==> src/rtl/ring_buf_pkg.sv <==
// Shared definitions for the ring-router buffer blocks: selection-mode
// constants, pointer-width helper and the common slot/count types.
package ring_buf_pkg;

  localparam int RR_PRIORITY = 0;
  localparam int RR_ROUND    = 1;

  localparam int MAX_BUFFER_SIZE = 64;

  // Pointer width needed to address 'size' slots (never narrower than 1 bit).
  function automatic int ptr_len(input int size);
    return (size <= 2) ? 1 : $clog2(size);
  endfunction

  localparam int MAX_PTR_LEN = ptr_len(MAX_BUFFER_SIZE);

  typedef logic [MAX_PTR_LEN-1:0] slot_ptr_t;
  typedef logic [MAX_PTR_LEN:0]   slot_cnt_t;

endpackage

==> src/rtl/ring_slot_pick.sv <==
// Combinational find-first-zero over a slot bitmap. The search begins at
// start_i and wraps from N-1 back to 0; a zero start gives plain
// lowest-index priority.
module ring_slot_pick
  import ring_buf_pkg::*;
#(
  parameter int N = 4,
  parameter int W = ptr_len(N)
) (
  input  logic [N-1:0] bitmap_i,
  input  logic [W-1:0] start_i,
  output logic [W-1:0] pos_o,
  output logic         valid_o
);

  // Walk the ring from the start index; the first clear bit wins.
  always_comb begin
    logic [W:0] idx;
    pos_o   = '0;
    valid_o = 1'b0;
    idx     = '0;
    for (int i = 0; i < N; i++) begin
      idx = {1'b0, start_i} + (W+1)'(i);
      if (idx >= (W+1)'(N)) begin
        idx = idx - (W+1)'(N);
      end
      if (!valid_o && !bitmap_i[idx[W-1:0]]) begin
        valid_o = 1'b1;
        pos_o   = idx[W-1:0];
      end
    end
  end

endmodule

==> src/rtl/ring_slot_allocator.sv <==
// Occupancy tracker and free-slot allocator for the ring-router input
// buffer. One allocation and one release per cycle; the next free slot is
// advertised as a registered pointer chosen by fixed priority or round-robin.
module ring_slot_allocator
  import ring_buf_pkg::*;
#(
  parameter int BUFFER_SIZE = 4,
  parameter int PTR_LEN     = $clog2(BUFFER_SIZE),
  parameter int RR_MODE     = RR_PRIORITY
) (
  input  logic                   clk,
  input  logic                   rst_n,
  input  logic                   alloc_req,
  input  logic                   free_req,
  input  logic [PTR_LEN-1:0]     free_pos,
  output logic [PTR_LEN-1:0]     empty_pos,
  output logic                   empty_pos_valid,
  output logic [BUFFER_SIZE-1:0] occupancy,
  output logic [PTR_LEN:0]       count,
  output logic                   full,
  output logic                   empty,
  output logic                   err
);

  localparam logic [PTR_LEN-1:0] LAST_SLOT = PTR_LEN'(BUFFER_SIZE - 1);
  localparam logic [PTR_LEN:0]   SIZE_CNT  = (PTR_LEN+1)'(BUFFER_SIZE);

  logic [BUFFER_SIZE-1:0] occ_q, occ_d;
  logic [PTR_LEN:0]       count_q, count_d;
  logic [PTR_LEN-1:0]     last_alloc_q, last_alloc_d;
  logic                   err_q, err_d;
  logic [PTR_LEN-1:0]     empty_pos_q, empty_pos_d;
  logic                   empty_pos_valid_q, empty_pos_valid_d;
  logic                   full_q, full_d;
  logic                   empty_q, empty_d;

  logic                   free_in_range;
  logic                   free_slot_busy;
  logic                   alloc_acc;
  logic                   free_acc;
  logic [PTR_LEN-1:0]     search_start;
  logic [PTR_LEN-1:0]     pick_pos;
  logic                   pick_valid;

  // Acceptance decode: a request only counts when it targets a legal slot.
  always_comb begin
    free_in_range  = ({1'b0, free_pos} < SIZE_CNT);
    free_slot_busy = free_in_range && occ_q[free_pos];
    alloc_acc      = alloc_req && empty_pos_valid_q;
    free_acc       = free_req && free_slot_busy;
  end

  // Next-state bookkeeping; rejected requests leave all state untouched
  // apart from the sticky error flag.
  always_comb begin
    occ_d = occ_q;
    if (alloc_acc) begin
      occ_d[empty_pos_q] = 1'b1;
    end
    if (free_acc) begin
      occ_d[free_pos] = 1'b0;
    end
    count_d      = count_q + (PTR_LEN+1)'(alloc_acc) - (PTR_LEN+1)'(free_acc);
    last_alloc_d = alloc_acc ? empty_pos_q : last_alloc_q;
    err_d        = err_q
                 | (alloc_req && !empty_pos_valid_q)
                 | (free_req && !free_slot_busy);
  end

  // Search origin: slot after the most recent allocation in round-robin mode.
  always_comb begin
    search_start = '0;
    if (RR_MODE == RR_ROUND) begin
      search_start = (last_alloc_d == LAST_SLOT) ? '0 : last_alloc_d + PTR_LEN'(1);
    end
  end

  ring_slot_pick #(
    .N (BUFFER_SIZE),
    .W (PTR_LEN)
  ) u_pick (
    .bitmap_i (occ_d),
    .start_i  (search_start),
    .pos_o    (pick_pos),
    .valid_o  (pick_valid)
  );

  // Output values derived from next-state occupancy and count.
  always_comb begin
    empty_pos_valid_d = pick_valid;
    empty_pos_d       = pick_valid ? pick_pos : '0;
    full_d            = (count_d == SIZE_CNT);
    empty_d           = (count_d == '0);
  end

  // State and output registers with synchronous active-low reset.
  always_ff @(posedge clk) begin
    if (!rst_n) begin
      occ_q             <= '0;
      count_q           <= '0;
      last_alloc_q      <= LAST_SLOT;
      err_q             <= 1'b0;
      empty_pos_q       <= '0;
      empty_pos_valid_q <= 1'b1;
      full_q            <= 1'b0;
      empty_q           <= 1'b1;
    end else begin
      occ_q             <= occ_d;
      count_q           <= count_d;
      last_alloc_q      <= last_alloc_d;
      err_q             <= err_d;
      empty_pos_q       <= empty_pos_d;
      empty_pos_valid_q <= empty_pos_valid_d;
      full_q            <= full_d;
      empty_q           <= empty_d;
    end
  end

  assign occupancy       = occ_q;
  assign count           = count_q;
  assign err             = err_q;
  assign empty_pos       = empty_pos_q;
  assign empty_pos_valid = empty_pos_valid_q;
  assign full            = full_q;
  assign empty           = empty_q;

endmodule

==> config.mk <==
export PLATFORM = sky130hd
export DESIGN_NAME = ring_slot_allocator
export DESIGN_NICKNAME = d
export VERILOG_FILES = /design/src/rtl/ring_buf_pkg.sv /design/src/rtl/ring_slot_pick.sv /design/src/rtl/ring_slot_allocator.sv
export SDC_FILE = /design/constraint.sdc
export NUM_CORES = 1
export LEC_CHECK = 0
export ABC_AREA = 1
export CAP_MARGIN = 30
export CORE_MARGIN = 10
export CORE_UTILIZATION = 45
export DETAILED_ROUTE_END_ITERATION = 7
export GPL_TIMING_DRIVEN = 0
export PLACE_DENSITY = 0.73
export SLEW_MARGIN = 30
export SYNTH_ARGS = -nofsm -noshare
export SYNTH_HDL_FRONTEND = slang
export SYNTH_SLANG_ARGS = --single-unit
==> constraint.sdc <==
create_clock -name clk -period 2.45 [get_ports clk]
set_input_delay 0.3675 -clock clk [delete_from_list [all_inputs] [get_ports clk]]
set_output_delay 0.3675 -clock clk [all_outputs]
set_load 0.01 [all_outputs]
==> summary.md <==
| Metric | Value |
|---|---|
| Max-cap check violation count | `0` |
| Slew at the pin closest to its max-slew limit | `about 0.33 ns` |
| Total count of hold-check failures in the final report | `0` |
| Warnings, synthesis | `0` |
| Met1 Track Usage GR | `between 10% and 20%` |
| M2 GR Usage | `between 15 and 20%` |
| Clock transition at path regs | `approximately 0.090 ns` |
| Library cell occupying the most area in the post-synthesis netlist | `dfxtp_1` |
| Total Routing Usage GR | `about 10%` |
| DIE HEIGHT | `between 50 and 60 µm` |
| Antenna violations before repair | `0` |
| Buffers added on ports | `18` |
| Count of nets after finishing | `119` |
| Via count of the first global-routing pass | `607` |
| Half-perimeter wire length of the detailed placement result | `roughly 1300 µm` |
| Cell-internal power | `between 0.3 and 0.4 mW` |
| Crit Path Category | `in -> reg` |
| Mapped Cells | `87` |
| Most frequent cell after synthesis | `nand2_1` |
| Length in cells of the worst reg-to-reg path | `14` |
| Data arrival time of the worst path | `about 2.5 ns` |
| Combinational power share | `between 30% and 40%` |
| Post-synth EDFFs | `0` |
| Class of the worst hold path | `reg -> reg` |
| Post-DR wirelength/cell | `13.77 µm` |
| RSZ-0062 raised after global routing | `no` |
| Routed wire length | `1708 µm` |
| Fraction of final layout cells sized beyond drive strength 1 | `about a fifth` |
| Global routing met3 resource utilization | `4.721%` |
| Post-route DRC violation count | `0` |
| GPL Wtd Cong | `around 0.83` |
| Total nets after synthesis | `96` |
| Headroom to the max-slew limit | `approximately 78%` |
| Worst min-delay path startpoint | `err` |
| CTS Buf Count | `3` |
| Total power per unit cell area | `between 600 and 700 mW/mm²` |
| Placed cells | `between 100 and 150` |
| Synth Area in XOR/XNOR | `2.578%` |
| Top cells by count, synth | `nand2_1, dfxtp_1, inv_1, nor2_1, nand2_2` |
| Source-to-sink clock delay at the later pin of the worst-skew pair | `0.28 ns` |
| Maximum vdd ir drop | `0.4533 mV` |
| Clock tree from TritonCTS | `done` |
| Area growth, synth to finish | `34.07%` |
| Overall power | `0.5766 mW` |
| Yosys reg bits | `13` |
| Share of flip-flops with an asynchronous set or reset | `0%` |
| Hold path cells | `2` |
| Worst Hold Margin | `0.5483 ns` |
| Largest fanout on the critical path | `6` |
| Dominant combinational cell family by area after synthesis | `simple AND/OR/NAND/NOR gates` |
| CP Data Required Time | `roughly 2.7 ns` |
| Netlist area before placement | `about 680 µm²` |
| Portion of netlist area occupied by mux cells | `0%` |
| Synth Area in Simple Gates | `between 30% and 40%` |
| Net switching power figure | `~0.19 mW` |
| Total number of placement rows | `13` |
| Final antenna diode count | `0` |
| Clock Root Buffer | `clkbuf_4` |
| First-pass iteration count of the detailed router | `4` |
| CTS Sinks | `13` |
| Post-detailed-route via-to-cell ratio | `4.952` |
| Final Critical Period | `~2.3 ns` |
| Vias post-DR | `approximately 600` |
| Final setup skew | `0.005969 ns` |
| Predominant post-synthesis flop cell | `dfxtp_1` |
| Peak Freq | `roughly 440 MHz` |
| Post-synth cell types | `22` |
| Launching element type of the critical path | `primary input` |
| Endpoint class of the critical path | `register` |
| Starting Density | `approximately half` |
| Top-level port count | `19` |
| P_leak | `approximately 0.45 nW` |
| End point of the most critical hold path | `err` |
| Sw Share | `32.12%` |
| GRT Residual Overflow | `0` |
| Setup violations, final | `0` |
| Worst reg2reg endpoint | `empty` |
| Top area cells in the synthesized netlist | `dfxtp_1, nand2_1, inv_1, nand2_2, nand2_4` |
| Share of synthesized cell area in full adder, half adder and majority cells | `6.630%` |
| Final standard cell count with taps included and fillers excluded | `124` |
| Crit Reg-Reg Startpoint | `occupancy[3]` |
| Power share of the sequential group | `between 40% and 50%` |
| H-tree Lvls | `1` |
| Post-synthesis compound-gate area fraction | `7.551%` |
| TNS Setup | `0 ns` |
| Top Usage Layer GRT | `met2` |
| Result of the run | `finished, final reports clean` |
| Remaining number of nets flagged by the antenna check after routing | `0` |
| Area of the die | `0.003464 mm²` |
| Die boundary width | `about 60 µm` |
| Count of pins over their slew limit | `0` |
| Starting DRC count in detailed routing | `11` |
| Crit share post-route | `between 90% and 100%` |
| First-pass GRT wire length | `between 2000 and 3000 µm` |
| Sequential element share of the synthesized area | `roughly two fifths` |
| CORE AREA | `0.001366 mm²` |
| Clock network power share | `a little under a quarter` |
| Mean instance size in the synthesized netlist | `slightly below 8 µm²` |
| Pin count of the biggest net entering global routing | `9` |
| Slack of the worst reg-to-reg path | `0.26 ns` |
| Clock Tree Buf Depth | `2` |
| Share of the synthesized area in the top cell type | `about two fifths` |
cells by family after synthesis:
logic type,after synthesis
flops,13
buf+inv,16
compound gates,8
simple gates,45
fa+ha+maj,3
xor+xnor,2
metrics by stage:
stage / utilization, % / setup WS (ns) / area (µm²)
detailed placement: 64.29 / -0.3746 / 878.3
finish: 66.67 / 0.1636 / 910.9
CTS: 66.67 / 0.1725 / 910.9
global route: 66.67 / 0.005794 / 910.9
floorplan: - / 0.4465 / 679.4
global placement: 64.29 / -0.3366 / 878.3
state kept, by name (all words and copies together) (netlist names):
name and count:
full 1, empty 1, empty_pos 2, empty_pos_valid 1
err 1, count 3, occupancy 4
how the worst max path moves through the flow:
stage | cells past startpoint | endpoint | from | slack [ns]
after floorplan | 15 | empty | free_pos[0] | 0.45
after global placement | 16 | empty | free_pos[0] | -0.34
after detailed placement | 16 | empty | free_pos[0] | -0.37
after CTS | 16 | empty | free_pos[0] | 0.17
after global routing | 16 | empty | free_pos[0] | 0.006
final | 16 | empty | free_pos[0] | 0.16
worst max-delay path, stage by stage:
cell,delay (ns)
dlygate4sd2_1,0.33
inv_2,0.07
nand2_1,0.06
nand2_1,0.06
nand2_2,0.08
nand2_4,0.08
nand2_4,0.08
inv_4,0.05
ha_1,0.28
inv_1,0.06
ha_1,0.12
inv_1,0.05
fa_1,0.40
xnor2_2,0.21
nor2_1,0.08
a21oi_1,0.12
cell type report:
type                    instances  area [µm²]
clock buffers                   3       22.52
clock inverters                 1       5.005
fillers                       125       455.4
inverters                      16       62.56
multi-input cells              58       364.1
flip-flops and latches         13       260.3
well taps                      15       18.77
repair buffers                 18       177.7
what timing repair did:
item,CTS,global route
endpoints found under the setup margin,3,0
hold buffers,0,0
setup buffers,0,0
gates resized for setup,3,0
placed cells by master (no fill, tap or decap):
master,netlist,layout
a21oi_1,4,4
dfxtp_1,13,13
o21bai_1,2,2
nand3b_1,1,1
nand2_4,3,3
nand2_1,17,17
a21oi_2,1,1
nand2_2,7,7
nand3_2,1,1
clkinv_2,0,1
nor2_2,1,1
clkbuf_4,0,3
nand3_1,4,4
nor2_1,8,8
xor2_1,1,1
inv_1,13,13
ha_1,2,2
fa_1,1,1
inv_4,1,1
nor3_1,1,1
nor2_4,2,2
dlygate4sd2_1,0,2
inv_2,2,2
o31ai_1,1,1
clkdlybuf4s50_1,0,16
xnor2_2,0,1
per-layer routing:
layer  share of wire [%]  vias to the layer above
met5                   0                        -
met3                 8.0                        4
met4                 1.5                        0
met2                  48                       20
li1                    -                      310
met1                  43                      280
power by group through the flow:
stage	Clock, mW	Sequential (mW)	Combinational [mW]
final	0.134	0.257	0.185
after global routing	0.155	0.261	0.200
after CTS	0.142	0.257	0.187
after detailed placement	0	0.262	0.177
after global placement	0	0.260	0.174
after floorplan	0	0.272	0.0803
Note: power is estimated with default switching activity, not from simulation.
